--- config.mk ---
export PLATFORM = sky130hd
export DESIGN_NAME = num_secuenciador
export DESIGN_NICKNAME = d
export VERILOG_FILES = /design/src/rtl/num_secuenciador.sv
export SDC_FILE = /design/constraint.sdc
export NUM_CORES = 1
export LEC_CHECK = 0
export ABC_AREA = 1
export CORE_UTILIZATION = 34
export CTS_CLUSTER_DIAMETER = 50
export DETAILED_ROUTE_END_ITERATION = 10
export SYNTH_ARGS = -nofsm -noshare
export SYNTH_HDL_FRONTEND = slang
export SYNTH_SLANG_ARGS = --single-unit
--- constraint.sdc ---
create_clock -name clk -period 4.05 [get_ports clk]
set_input_delay 1.215 -clock clk [delete_from_list [all_inputs] [get_ports clk]]
set_output_delay 1.215 -clock clk [all_outputs]
set_load 0.02 [all_outputs]
--- src/rtl/num_secuenciador.sv ---
// num_secuenciador: programmable 4-bit sequence source for DEC_primo.
// Steps num automatically or per debounced press, flagging range wraps.
module num_secuenciador_deb #(
    parameter int DEB_CYCLES = 500_000
) (
    input  logic clk,
    input  logic rst_n,
    input  logic raw,
    output logic press
);
    localparam int DW = $clog2(DEB_CYCLES + 1);

    logic          s1;
    logic          s2;
    logic          filt;
    logic [DW-1:0] cnt;

    always_ff @(posedge clk) begin
        if (!rst_n) begin
            s1    <= 1'b0;
            s2    <= 1'b0;
            filt  <= 1'b0;
            cnt   <= '0;
            press <= 1'b0;
        end else begin
            s1    <= raw;
            s2    <= s1;
            press <= 1'b0;
            if (s2 == filt) begin
                cnt <= '0;
            end else if (cnt == DW'(DEB_CYCLES - 1)) begin
                // level held long enough: accept it, pulse only on rise
                filt  <= s2;
                cnt   <= '0;
                press <= s2;
            end else begin
                cnt <= cnt + 1'b1;
            end
        end
    end
endmodule

module num_secuenciador #(
    parameter int CLK_DIV    = 50_000_000,
    parameter int DEB_CYCLES = 500_000,
    parameter int N_MIN      = 1,
    parameter int N_MAX      = 15
) (
    input  logic       clk,
    input  logic       rst_n,
    input  logic       btn_run,
    input  logic       btn_step,
    input  logic       dir,
    output logic [3:0] num,
    output logic       num_stb,
    output logic       wrap,
    output logic       running
);
    localparam int         PW = $clog2(CLK_DIV);
    localparam logic [3:0] LO = 4'(N_MIN);
    localparam logic [3:0] HI = 4'(N_MAX);

    typedef enum logic {
        PAUSA,
        CORRE
    } state_t;

    state_t        state;
    state_t        state_nx;
    logic [PW-1:0] presc;
    logic [PW-1:0] presc_nx;
    logic          press_run;
    logic          press_step;
    logic          dir_s1;
    logic          dir_s2;
    logic          tick;
    logic          adv;
    logic          at_end;
    logic [3:0]    num_nx;

    num_secuenciador_deb #(.DEB_CYCLES(DEB_CYCLES)) u_deb_run (
        .clk  (clk),
        .rst_n(rst_n),
        .raw  (btn_run),
        .press(press_run)
    );

    num_secuenciador_deb #(.DEB_CYCLES(DEB_CYCLES)) u_deb_step (
        .clk  (clk),
        .rst_n(rst_n),
        .raw  (btn_step),
        .press(press_step)
    );

    always_ff @(posedge clk) begin
        if (!rst_n) begin
            dir_s1 <= 1'b0;
            dir_s2 <= 1'b0;
        end else begin
            dir_s1 <= dir;
            dir_s2 <= dir_s1;
        end
    end

    always_ff @(posedge clk) begin
        if (!rst_n) begin
            state <= PAUSA;
            presc <= '0;
        end else begin
            state <= state_nx;
            presc <= presc_nx;
        end
    end

    always_comb begin
        state_nx = state;
        presc_nx = '0;
        unique case (state)
            PAUSA: begin
                if (press_run) state_nx = CORRE;
            end
            CORRE: begin
                if (press_run) state_nx = PAUSA;
                else if (!tick) presc_nx = presc + 1'b1;
            end
        endcase
    end

    always_comb begin
        tick    = (state == CORRE) && (presc == PW'(CLK_DIV - 1));
        // a run press always wins over a coincident tick or step
        adv     = !press_run && ((state == CORRE) ? tick : press_step);
        at_end  = dir_s2 ? (num == HI) : (num == LO);
        if (at_end) num_nx = dir_s2 ? LO : HI;
        else        num_nx = dir_s2 ? num + 4'd1 : num - 4'd1;
        running = (state == CORRE);
    end

    always_ff @(posedge clk) begin
        if (!rst_n) begin
            num     <= LO;
            num_stb <= 1'b0;
            wrap    <= 1'b0;
        end else begin
            if (adv) num <= num_nx;
            num_stb <= adv;
            wrap    <= adv && at_end;
        end
    end
endmodule

==> results.toml <==
[detailed_routing]
drcViolationCount = 0
finalWirelength_mm = 8.86
drtAntennaViolNets = 0
drtIter0Drc = 339
vias = 3726
drt-pass1-iter-count = 9
routedWlPerCell_um = 11.6
via_per_inst = 4.90

[global_route]
grt_overflow_total = 0
grt_pass1_vias = 3544
grt_antenna_before_repair = 0
track_usage_pct = 15.3
grt_max_degree = 27
grt_pass1_wl_mm = 15.9

[hold_path]
hp-class = "register to register"
min_from = "u_deb_step.s1"

[sta]
worstMarginPinSlew_ps = 599
rsz0062_at_grt = "no"
skew_ps = 7.48
setup_tns_ps = 0
final_hold_viol_count = 0
drv_slew = 0
slew_headroom_pct = 60.0
hold_slack_ps = 423
period_share_pct = 66.8
finalSetupViolCount = 0
final.min_clock_period_ps = 2700
max_freq_mhz = 370

[clocking]
cts_setup_buffers = 0
clk_path_buf_depth = 2
cts_buffers = 9
cts_tree = "done"
path_clk_slew_ps = 60
ctsResizeCount = 0
clock-root-buffer = "clkbuf_16"
cts_hold_buf = 0
clock-sinks = 81
htree_levels = 3
clkLatencyLatePin_ps = 340

[synth]
syn_nets = 604
synth.yosys.warnings = 0
synth-seq-cells = 81
synth_top_area_cell = "dfxtp_1"
syn_area_per_cell_um2 = 7.04
synth_cell_types = 36
synth_area_mm2 = 0.00417
synth.area.top_cells = "dfxtp_1 (39%), nand2_1 (12%), nor2_1 (9.5%)"
yosysSeqAreaShare_pct = 38.8
syn_inst = 593
synth_top_area_share_pct = 38.8

[layout]
antenna_cells = 0
nFillCells = 1210
drive_above_1_share_pct = 8.63
final_cells = 761
area_growth_syn_to_layout_pct = 13.7
nNetsFinal = 620

[setup_path]
required_ps = 4310
arrival_ps = 2960
criticalPathCategory = "primary input to register"
crit_fanout = 26
reg2reg_slack_ps = 2210
r2r_start = "presc[0]"
critPathCaptureType = "register"
critPathLaunchType = "primary input"
crit_path_start = "rst_n"

[outcome]
outcome = "complete, no violations"

[die]
core_mm2 = 0.0120
rows = 40
ios = 12
die-area_mm2 = 0.0127
die_width_um = 113
start_util_pct = 34.7
fp.dieH_um = 113

[placed_design]
portBuffers = 11
place_congestion = 0.892
dp_hpwl_mm = 6.45
dp_cells = 745

[power]
power_density_mw_per_mm2 = 356
power.total_mw = 1.69
worst_ir_drop_vdd_v = 0.000203
leakage_nw = 1.54

[run]
drv_cap = 0
## power by group
group | internal (mW) | leakage (nW) | switching, mW
Clock | 0.539 | 0.155 | 0.332
Sequential | 0.800 | 0.654 | 0.00242
Combinational | 0.00678 | 0.735 | 0.0106
Total | 1.35 | 1.54 | 0.345
## metrics by stage
| stage | setup WS (ps) | util [%] | cell area, um^2 |
|---|---|---|---|
| 6_report | 1350 | 39.5 | 4740 |
| 5_1_grt | 1110 | 39.5 | 4740 |
| 4_1_cts | 1320 | 39.5 | 4740 |
| 3_5_place_dp | 969 | 36.8 | 4420 |
| 3_3_place_gp | 1030 | 36.8 | 4420 |
| 2_1_floorplan | 2010 | - | 4170 |
## path summary, 6_finish.rpt
kind              depth (start not counted)            end
setup / recovery                          5       presc[2]
hold / removal                            2  u_deb_step.s2
setup reg to reg                          8       presc[2]
hold reg to reg                           2  u_deb_step.s2
## routing by layer
metal / share of wire (%) / track usage, % / routed length [um]
met5: 0 / 0 / 0
met3: 4.2 / 4.23 / 373
met1: 48 / 19.1 / 4250
met4: 1.4 / 5.42 / 125
met2: 46 / 25.4 / 4110
## area by class of cell
type	count	area [um^2]	share of cell area (%)
Multi-Input combinational cell	433	2230	47.1
Sequential cell	81	1620	34.2
Inverter	73	274	5.78
Clock buffer	9	225	4.75
Tap cell	147	184	3.88
Timing Repair Buffer	11	110	2.32
Clock inverter	7	95.1	2.00
## registers in the layout, summed over array words and instances, names as in the netlist, 4 cells and up
register and count:
presc 26, u_deb_run.cnt 19, num 4, u_deb_step.cnt 19
## logic make-up (layout without fill, tap and decap cells)
logic type                 Yosys count  after routing  synth area share, %
xor gates and xnor gates            27             27                 5.67
DFF                                 81             81                 38.8
adders and majority gates            6              6                 1.80
AOI/OAI and AO/OA                   42             42                 6.00
and+or+nand+nor                    358            358                 40.1
buffers and inverters               79            100                 7.61
## synth_stat cells (all sizes together)
cell type / instances
a21oi: 34
and2: 2
buf: 6
dfxtp: 81
ha: 6
inv: 73
nand2: 138
nand3: 44
nand3b: 5
nand4: 23
nor2: 112
nor3: 26
nor3b: 1
nor4: 1
o211ai: 1
o21ai: 7
or2: 6
xnor2: 7
xor2: 20
## worst max-delay path, cell delays in order
cell	delay, ps
clkdlybuf4s50_1	850
inv_1	190
nor2_1	220
nand2_4	240
nor3b_1	230
## layout by cell type, fill, tap and decap left out, types with 5 or more instances in the layout
| cell type | count |
|---|---|
| a21oi_1 | 24 |
| a21oi_2 | 10 |
| nor3_2 | 5 |
| o21ai_0 | 6 |
| nand3b_1 | 5 |
| xor2_1 | 20 |
| xnor2_1 | 7 |
| nand2_1 | 133 |
| dfxtp_1 | 81 |
| clkdlybuf4s50_1 | 11 |
| nor2_1 | 106 |
| nand4_1 | 23 |
| nand3_1 | 38 |
| inv_1 | 71 |
| nor3_1 | 21 |
| ha_1 | 6 |
| clkbuf_16 | 9 |
| nand3_2 | 5 |
No activity file was read; power rests on OpenSTA's default activity.
